$ cat config.mk
export PLATFORM = sky130hd
export DESIGN_NAME = sdram_write_burst
export DESIGN_NICKNAME = d
export VERILOG_FILES = /design/src/rtl/sdram_pkg.sv /design/src/rtl/sdram_addr_ctr.sv /design/src/rtl/sdram_write_burst.sv
export SDC_FILE = /design/constraint.sdc
export NUM_CORES = 1
export LEC_CHECK = 0
export CORE_ASPECT_RATIO = 1.4
export CORE_MARGIN = 5
export CORE_UTILIZATION = 45
export CTS_CLUSTER_SIZE = 40
export DETAILED_ROUTE_END_ITERATION = 10
export PLACE_DENSITY = 0.71
export SLEW_MARGIN = 20
export SYNTH_ARGS = -nofsm -noshare
export SYNTH_HDL_FRONTEND = slang
export SYNTH_SLANG_ARGS = --single-unit
$ cat constraint.sdc
create_clock -name sys_clk -period 7.5 [get_ports sys_clk]
set_input_delay 2.25 -clock sys_clk [delete_from_list [all_inputs] [get_ports sys_clk]]
set_output_delay 2.25 -clock sys_clk [all_outputs]
set_load 0.005 [all_outputs]
$ cat src/rtl/sdram_pkg.sv
// rtl/sdram_pkg.sv - shared SDRAM command encodings and write FSM state type
package sdram_pkg;

  // {cs_n, ras_n, cas_n, we_n}
  localparam logic [3:0] CMD_NOP   = 4'b0111;
  localparam logic [3:0] CMD_ACT   = 4'b0011;
  localparam logic [3:0] CMD_WRITE = 4'b0100;
  localparam logic [3:0] CMD_BSTOP = 4'b0110;
  localparam logic [3:0] CMD_PRECH = 4'b0010;

  typedef enum logic [3:0] {
    S_IDLE,
    S_ACT,
    S_TRCD,
    S_WRITE,
    S_DATA,
    S_BSTOP,
    S_TWR,
    S_PRECH,
    S_TRP,
    S_END
  } state_t;

endpackage

$ cat src/rtl/sdram_addr_ctr.sv
// rtl/sdram_addr_ctr.sv - latched {bank,row,col} write pointer with column and row stepping
module sdram_addr_ctr #(
  parameter int BA_W  = 2,
  parameter int ROW_W = 13,
  parameter int COL_W = 9
) (
  input  logic                         clk,
  input  logic                         rst,
  input  logic                         load,
  input  logic [BA_W+ROW_W+COL_W-1:0]  load_addr,
  input  logic                         col_inc,
  input  logic                         row_inc,
  output logic [BA_W-1:0]              ba,
  output logic [ROW_W-1:0]             row,
  output logic [COL_W-1:0]             col,
  output logic                         col_last
);

  localparam int BR_W = BA_W + ROW_W;

  logic [BR_W-1:0]  br_q, br_d;
  logic [COL_W-1:0] col_q, col_d;

  // Load wins; a row step carries into the bank and wraps at the top of memory
  always_comb begin
    br_d  = br_q;
    col_d = col_q;
    if (load) begin
      {br_d, col_d} = load_addr;
    end else if (row_inc) begin
      br_d  = br_q + BR_W'(1);
      col_d = '0;
    end else if (col_inc) begin
      col_d = col_q + COL_W'(1);
    end
  end

  // Pointer registers
  always_ff @(posedge clk or posedge rst) begin
    if (rst) begin
      br_q  <= '0;
      col_q <= '0;
    end else begin
      br_q  <= br_d;
      col_q <= col_d;
    end
  end

  assign ba       = br_q[BR_W-1 -: BA_W];
  assign row      = br_q[ROW_W-1:0];
  assign col      = col_q;
  assign col_last = &col_q;

endmodule

$ cat src/rtl/sdram_write_burst.sv
// rtl/sdram_write_burst.sv - full-page SDRAM write engine with page-crossing bursts
module sdram_write_burst
  import sdram_pkg::*;
#(
  parameter int DATA_W   = 16,
  parameter int BA_W     = 2,
  parameter int ROW_W    = 13,
  parameter int COL_W    = 9,
  parameter int LEN_W    = 10,
  parameter int TRCD_CYC = 2,
  parameter int TWR_CYC  = 2,
  parameter int TRP_CYC  = 2
) (
  input  logic                        sys_clk,
  input  logic                        sys_rst,
  input  logic                        init_end,
  input  logic                        wr_en,
  input  logic [BA_W+ROW_W+COL_W-1:0] wr_addr,
  input  logic [LEN_W-1:0]            wr_burst_len,
  input  logic [DATA_W-1:0]           wr_data,
  output logic                        wr_ack,
  output logic                        wr_end,
  output logic                        wr_busy,
  output logic [3:0]                  wr_cmd,
  output logic [BA_W-1:0]             wr_ba,
  output logic [ROW_W-1:0]            wr_sdram_addr,
  output logic                        wr_sdram_en,
  output logic [DATA_W-1:0]           wr_sdram_data
);

  localparam int CNT_W = 8;

  state_t             state_q, state_d;
  logic [LEN_W-1:0]   rem_q, rem_d;
  logic [CNT_W-1:0]   cnt_q, cnt_d;
  logic [3:0]         cmd_q, cmd_d;
  logic [BA_W-1:0]    ba_q, ba_d;
  logic [ROW_W-1:0]   addr_q, addr_d;
  logic               ack_q, ack_d, end_q, end_d, busy_q, busy_d, en_q, en_d;

  logic               load, col_inc, row_inc, col_last;
  logic [BA_W-1:0]    ptr_ba;
  logic [ROW_W-1:0]   ptr_row;
  logic [COL_W-1:0]   ptr_col;

  sdram_addr_ctr #(.BA_W(BA_W), .ROW_W(ROW_W), .COL_W(COL_W)) u_ptr (
    .clk       (sys_clk),
    .rst       (sys_rst),
    .load      (load),
    .load_addr (wr_addr),
    .col_inc   (col_inc),
    .row_inc   (row_inc),
    .ba        (ptr_ba),
    .row       (ptr_row),
    .col       (ptr_col),
    .col_last  (col_last)
  );

  // Next state, remaining-word count, wait counter and pointer stepping
  always_comb begin
    state_d = state_q;
    rem_d   = rem_q;
    cnt_d   = cnt_q;
    load    = 1'b0;
    col_inc = 1'b0;
    row_inc = 1'b0;
    case (state_q)
      S_IDLE: if (wr_en && init_end) begin
        load    = 1'b1;
        rem_d   = wr_burst_len;
        state_d = (wr_burst_len == '0) ? S_END : S_ACT;
      end
      S_ACT: begin
        if (TRCD_CYC == 0) state_d = S_WRITE;
        else begin state_d = S_TRCD; cnt_d = CNT_W'(TRCD_CYC - 1); end
      end
      S_TRCD: begin
        if (cnt_q == '0) state_d = S_WRITE;
        else cnt_d = cnt_q - CNT_W'(1);
      end
      S_WRITE, S_DATA: begin
        // One word leaves per cycle; the row step is taken early so the pointer
        // already holds the next page when the following ACTIVE is decoded.
        rem_d = rem_q - LEN_W'(1);
        if (rem_q == LEN_W'(1) || col_last) begin
          state_d = S_BSTOP;
          if (rem_q != LEN_W'(1)) row_inc = 1'b1;
        end else begin
          state_d = S_DATA;
          col_inc = 1'b1;
        end
      end
      S_BSTOP: begin
        if (TWR_CYC == 0) state_d = S_PRECH;
        else begin state_d = S_TWR; cnt_d = CNT_W'(TWR_CYC - 1); end
      end
      S_TWR: begin
        if (cnt_q == '0) state_d = S_PRECH;
        else cnt_d = cnt_q - CNT_W'(1);
      end
      S_PRECH: begin
        if (TRP_CYC == 0) state_d = (rem_q != '0) ? S_ACT : S_END;
        else begin state_d = S_TRP; cnt_d = CNT_W'(TRP_CYC - 1); end
      end
      S_TRP: begin
        if (cnt_q == '0) state_d = (rem_q != '0) ? S_ACT : S_END;
        else cnt_d = cnt_q - CNT_W'(1);
      end
      S_END:   state_d = S_IDLE;
      default: state_d = S_IDLE;
    endcase
  end

  // Output decode from the next state so every output is a flop aligned with state_q
  always_comb begin
    cmd_d  = CMD_NOP;
    ba_d   = ba_q;
    addr_d = addr_q;
    ack_d  = 1'b0;
    en_d   = 1'b0;
    end_d  = 1'b0;
    busy_d = (state_d != S_IDLE);
    case (state_d)
      S_ACT: begin
        cmd_d = CMD_ACT;
        // Coming from IDLE the pointer loads on this same edge, so use the request
        if (state_q == S_IDLE) begin
          ba_d   = wr_addr[COL_W+ROW_W +: BA_W];
          addr_d = wr_addr[COL_W +: ROW_W];
        end else begin
          ba_d   = ptr_ba;
          addr_d = ptr_row;
        end
      end
      S_WRITE: begin
        cmd_d  = CMD_WRITE;
        ba_d   = ptr_ba;
        addr_d = ROW_W'(ptr_col);
        ack_d  = 1'b1;
        en_d   = 1'b1;
      end
      S_DATA: begin
        ack_d = 1'b1;
        en_d  = 1'b1;
      end
      S_BSTOP: cmd_d = CMD_BSTOP;
      S_PRECH: begin
        cmd_d      = CMD_PRECH;
        addr_d     = '0;
        addr_d[10] = 1'b1;
      end
      S_END:   end_d = 1'b1;
      default: ;
    endcase
  end

  // FSM and registered outputs
  always_ff @(posedge sys_clk or posedge sys_rst) begin
    if (sys_rst) begin
      state_q <= S_IDLE;
      rem_q   <= '0;
      cnt_q   <= '0;
      cmd_q   <= CMD_NOP;
      ba_q    <= '0;
      addr_q  <= '0;
      ack_q   <= 1'b0;
      end_q   <= 1'b0;
      busy_q  <= 1'b0;
      en_q    <= 1'b0;
    end else begin
      state_q <= state_d;
      rem_q   <= rem_d;
      cnt_q   <= cnt_d;
      cmd_q   <= cmd_d;
      ba_q    <= ba_d;
      addr_q  <= addr_d;
      ack_q   <= ack_d;
      end_q   <= end_d;
      busy_q  <= busy_d;
      en_q    <= en_d;
    end
  end

  assign wr_cmd        = cmd_q;
  assign wr_ba         = ba_q;
  assign wr_sdram_addr = addr_q;
  assign wr_ack        = ack_q;
  assign wr_end        = end_q;
  assign wr_busy       = busy_q;
  assign wr_sdram_en   = en_q;
  assign wr_sdram_data = wr_data;

endmodule

# ---- After elaboration in Yosys (flattened, before gate mapping)
# Cells that the tools add are included.
dict set report totals {
  reg_bits 68
  inputBits 54
  out_inout_bits 39
  elab_cells 84
}
dict set report classes {
  addsub 4
  n_eq_ne 18
  n_mux 31
  reduce_logical 20
}
# operator n
set op_table {}
lappend op_table {{$pmux W13 S3} 1}
lappend op_table {{$pmux W4 S8} 1}
lappend op_table {{$mux W15} 2}
lappend op_table {{$eq A4 B3 Y1 const B} 7}
lappend op_table {{$mux W9} 3}
lappend op_table {{$mux W4} 6}
lappend op_table {{$pmux W10 S2} 1}
lappend op_table {{$pmux W8 S2} 1}
lappend op_table {{$add A15 B1 Y15 const B} 1}
lappend op_table {{$mux W13} 1}
lappend op_table {{$eq A4 B2 Y1 const B} 3}
lappend op_table {{$pmux W3 S4} 1}
lappend op_table {{$eq A10 B1 Y1 const B} 1}
lappend op_table {{$logic_not A10 Y1} 1}
lappend op_table {{$mux W1} 10}
lappend op_table {{$mux W10} 1}
lappend op_table {{$ne A10 B1 Y1 const B} 1}
lappend op_table {{$reduce_bool A10 Y1} 1}
lappend op_table {{$sub A10 B1 Y10 const B} 1}
lappend op_table {{$add A9 B1 Y9 const B} 1}
lappend op_table {{$reduce_and A9 Y1} 1}
lappend op_table {{$eq A4 B1 Y1 const B} 2}
lappend op_table {{$eq A4 B4 Y1 const B} 2}
lappend op_table {{$logic_not A8 Y1} 1}
lappend op_table {{14 further kinds} 22}

# ---- Logic depth before layout (Yosys ltp)
dict set report logic_depth {
  word_depth 7
  ltp_mapped 10
  mapped_depth_nobuf 10
}

# ---- Cells and area by module
# Synthesis repeated with hierarchy kept, for this count alone.
dict set report unflattened {
  hier_cells 423
  area_unflattened_um2 4017.6
}
# mod instances cells_per_inst area_each_um2 seq_area_each_um2
set modules_own_cells {}
lappend modules_own_cells {sdram_write_burst 1 284 2632.5 1079.8}
lappend modules_own_cells {sdram_addr_ctr 1 139 1385.1 600.6}

# ---- Worst setup path before layout
# Ideal clock, no wire load.
dict set report synth_timing {
  kind {input -> output}
  startpoint {input port wr_data[0]}
  endpoint {output port wr_sdram_data[0]}
  t_arrival_ps 2361
  required_ps 5250
  path_slack_ps 2889
  stages 1
  n_path_buf 1
  cell_sequence {buf_4}
}
# element line_no
set synth_rtl {}
lappend synth_rtl {{start, declared} sdram_write_burst.sv:20} ;# input logic [DATA_W-1:0] wr_data,
lappend synth_rtl {{end, declared} sdram_write_burst.sv:28} ;# output logic [DATA_W-1:0] wr_sdram_data
# No word-level cell between the ends.

# ---- Worst setup path in the final report
dict set report layout_timing {
  startpoint {input port wr_en}
  endpoint {register addr_q[7], in the netlist wr_sdram_addr[7]}
}
dict set report layout_between {
  elab_chain_len 5
  word_cells_on_any_way 8
  cone_classes {eq/ne (3); mux (3); reduce/logical (2)}
}
# element line_no
set layout_lines {}
lappend layout_lines {{start, declared} sdram_write_burst.sv:17} ;# input logic wr_en,
lappend layout_lines {{$logic_and A1 B1 Y1 (*)} sdram_write_burst.sv:68} ;# S_IDLE: if (wr_en && init_end) begin
lappend layout_lines {{$mux W4 (*)} sdram_write_burst.sv:68}
lappend layout_lines {{$pmux W4 S8 (*)} sdram_write_burst.sv:67} ;# case (state_q)
lappend layout_lines {{$eq A4 B3 Y1 (tied with other cells)} sdram_write_burst.sv:123} ;# case (state_d)
lappend layout_lines {{$pmux W13 S3 or $reduce_bool A3 Y1 (tied branches)} -}
lappend layout_lines {{end signal, assigned} sdram_write_burst.sv:176} ;# addr_q <= addr_d;
lappend layout_lines {{end, declared} sdram_write_burst.sv:38} ;# logic [ROW_W-1:0] addr_q, addr_d;
# Every way passes the cells marked *; elsewhere a longest branch is shown, timed or not.
# A chain may end at the register's enable or synchronous reset.

==> qor_table.md <==
| Quantity | Value | Unit |
|---|---|---|
| Result of the run | completed | - |
| Class of the worst hold path | reg -> reg | - |
| Half-perimeter wire length after placement | 7240 | um |
| Launch instance of the worst register-to-register path | state_q[0] | - |
| Cell at the root of the clock tree | sky130_fd_sc_hd__clkbuf_16 | - |
| Number of nets still failing antenna checks after routing | 0 | - |
| Die Height | 123 | um |
| Clock slew seen by the registers of the worst setup and hold paths | 0.06 | ns |
| Floorplan row count | 41 | - |
| Class of the most critical setup path | in -> reg | - |
| Wire length of the first global-routing pass | 17000 | um |
| Normalized max-slew margin | 41.1 | % |
| Number of endpoints failing setup at the final stage | 0 | - |
| Maximum buffer depth of the clock tree | 2 | - |
| Pin count of the biggest net entering global routing | 68 | - |
| IO Port Bufs | 59 | - |
| Number of distinct library cells after synthesis | 62 | - |
| Yosys top cell by area | sky130_fd_sc_hd__dfrtp_1 | - |
| Layout-stage area growth over the synthesis result | 19.7 | % |
| Total number of H-tree levels | 3 | - |
| Total congestion overflow after global routing | 0 | - |
| Effective utilization at floorplan | 45.9 | % |
| Worst path arrival time | 4.93 | ns |
| Starting DRT DRC Count | 257 | - |
| Critical Path Fanout Max | 39 | - |
| Antenna violations before repair | 0 | - |
| Library cell with the highest instance count after synthesis | sky130_fd_sc_hd__dfrtp_1 | - |
| Full die area | 11200 | sq um |
| Cell count after synthesis | 447 | - |
| Required time of the critical path | 7.71 | ns |
| Count of synthesis-stage warnings from yosys | 0 | - |
| Cells on worst reg2reg path | 6 | - |
| HP Start | wr_sdram_addr[2] | - |
| Post-detailed-route wirelength per cell | 17.3 | um |
| Cell area after synthesis | 4120 | sq um |
| Synthesized net count | 508 | - |
| Via-per-instance ratio | 5.98 | - |
| Minimum period implied by the final worst setup slack | 4.72 | ns |
| Die Span X | 90.9 | um |
| Post-synthesis register bit count | 67 | - |
| Leakage power figure | 2.02 | nW |
| TritonCTS buffer count | 9 | - |
| Count of clock tree sinks | 67 | - |
| Number of global-route vias before repair | 3504 | - |
| Post-route clock skew | 0.00592 | ns |
| CP Capture Type | flip-flop | - |
| Max VDD drop | 189 | uV |
| Transition at the pin with the smallest max-transition slack | 0.875 | ns |
| Fin crit share | 62.9 | % |
| Highest achievable clock rate | 0.212 | GHz |
| RD Place Congestion | 0.836 | - |
| Asr flop ratio synth | 100 | % |
| Most used DFF post-synth | sky130_fd_sc_hd__dfrtp_1 | - |
| Portion of synthesized cell area occupied by the leading cell type | 38.8 | % |
| Final count of hold timing violations | 0 | - |
| Capture point of the worst reg-to-reg path | wr_sdram_addr[7] | - |
| DR DRC count | 0 | - |
| Area of the core | 8980 | sq um |
| Clock tree from TritonCTS | done | - |
| Worst-case register-to-register setup slack | 3.94 | ns |
| Diode insertion count for antenna repair | 0 | - |
| Drt total wl | 10200 | um |
| Number of gates resized after cts | 0 | - |
| Hold-fix buffer count after cts | 0 | - |
| Total routing usage reported by global routing | 18.9 | % |
| Nets@finish | 539 | - |
| Top post-synthesis cells by area | sky130_fd_sc_hd__dfrtp_1 39%, sky130_fd_sc_hd__mux2i_1 4.6%, sky130_fd_sc_hd__nand2_1 4.2% | - |
| Worst-case hold slack | 0.498 | ns |
| Total negative slack for setup checks | 0 | ns |
| Synth cell count leaders | 64 x sky130_fd_sc_hd__dfrtp_1, 46 x sky130_fd_sc_hd__nand2_1, 32 x sky130_fd_sc_hd__nor2_1, 21 x sky130_fd_sc_hd__clkbuf_1, 21 x sky130_fd_sc_hd__nand3_1 | - |
| Mean cell area of the mapped netlist | 9.23 | sq um |
| Destination of the worst hold path | wr_sdram_addr[2] | - |
| Setup repair after global routing missed its margin | false | - |
| Startpoint Class | primary input | - |
| Power per cell area | 396 | nW/um^2 |
| TritonRoute pass-1 iters | 4 | - |
| Post-synthesis sequential area ratio | 40.7 | % |
| Clock latency on the worst-skew pair | 0.33 | ns |
| Min-Delay Path Depth | 1 | - |
| Max Slew Vio Count | 0 | - |
| Count of buffers added by post-CTS timing repair for setup | 0 | - |
| Top-Level Pins | 93 | - |
| Number of maximum-capacitance constraint violations | 0 | - |
| Number of flops mapped to enable cells by yosys | 0 | - |
| Via Count | 3528 | - |
| Share of cells above drive strength 1 | 9.11 | % |
-- report_power, final --
group	total, mW	switching (mW)	internal [mW]
combinational	0.872	0.463	0.409
sequential	0.690	0.174	0.516
clock	0.392	0.151	0.240
total	1.95	0.789	1.17
-- critical path, cell delays in order --
cell	delay, ns
sky130_fd_sc_hd__clkdlybuf4s50_1	0.49
sky130_fd_sc_hd__nand3_2	0.63
sky130_fd_sc_hd__and2_4	0.43
sky130_fd_sc_hd__a221oi_4	0.71
sky130_fd_sc_hd__mux2_2	0.41
-- sequential cells by signal, summed over array words and instances (netlist names) --
register,count
state_q,4
wr_busy,1
rem_q,10
wr_sdram_en,1
wr_sdram_addr,13
wr_end,1
wr_ba,2
wr_cmd,3
cnt_q,8
u_ptr.col,9
u_ptr.br_q,15
-- per-stage QoR --
step	total power [mW]	std cells	cell area, sq um	setup slack, ns	util (%)
global placement	1.53	574	4650	2.46	51.8
CTS	1.96	590	4930	2.77	55.0
finish	1.95	590	4940	2.78	55.0
detailed placement	1.56	574	4650	2.45	51.8
floorplan	1.28	447	4120	2.89	-
global route	2.11	590	4940	2.62	55.0
-- cells in the final DEF, fill, tap and decap left out, types with 12 or more instances in the layout --
cell and n:
sky130_fd_sc_hd__clkdlybuf4s50_1 59, sky130_fd_sc_hd__dfrtp_1 64, sky130_fd_sc_hd__nand3_1 21, sky130_fd_sc_hd__a21oi_1 15
sky130_fd_sc_hd__inv_1 15, sky130_fd_sc_hd__o21ai_0 20, sky130_fd_sc_hd__mux2i_1 19, sky130_fd_sc_hd__nand2_1 46
sky130_fd_sc_hd__nor3_1 12, sky130_fd_sc_hd__nor2_1 30
-- worst max-delay path by stage --
stage / to / from / slack (ns)
final: wr_sdram_addr[7] / wr_en / 2.78
after global routing: wr_sdram_addr[8] / wr_en / 2.62
after CTS: wr_sdram_addr[7] / wr_en / 2.77
after detailed placement: wr_sdram_addr[7] / wr_en / 2.45
after global placement: wr_sdram_addr[7] / wr_en / 2.46
after floorplan: wr_sdram_data[0] / wr_data[0] / 2.89
-- kinds of logic (layout without fill, tap and decap cells) --
| family | after synthesis | in the layout | share of synthesized area [%] |
|---|---|---|---|
| adders and majority gates | 7 | 7 | 2.12 |
| and+or+nand+nor | 167 | 167 | 20.9 |
| buffers and inverters | 59 | 95 | 7.22 |
| DFF | 67 | 67 | 40.7 |
| xor gates and xnor gates | 9 | 9 | 1.91 |
| muxes | 32 | 32 | 8.16 |
| other | 1 | 1 | 0.0909 |
| AOI/OAI and AO/OA | 105 | 105 | 18.8 |
-- cell type report --
cell class | instances | area, sq um
inverter | 16 | 60.1
sequential | 67 | 1680
clock buffer | 12 | 256
tap | 107 | 134
clock inverter | 4 | 25.0
multi-input combinational | 321 | 2160
fill | 792 | 4040
timing repair buffer | 63 | 621
-- metal layers --
| metal | GRT usage (%) | wire [um] |
|---|---|---|
| met3 | 3.29 | 555 |
| met4 | 10.0 | 257 |
| met5 | 0 | 0 |
| met2 | 33.0 | 5320 |
| met1 | 22.3 | 4080 |
No activity file was read; power rests on OpenSTA's default activity.
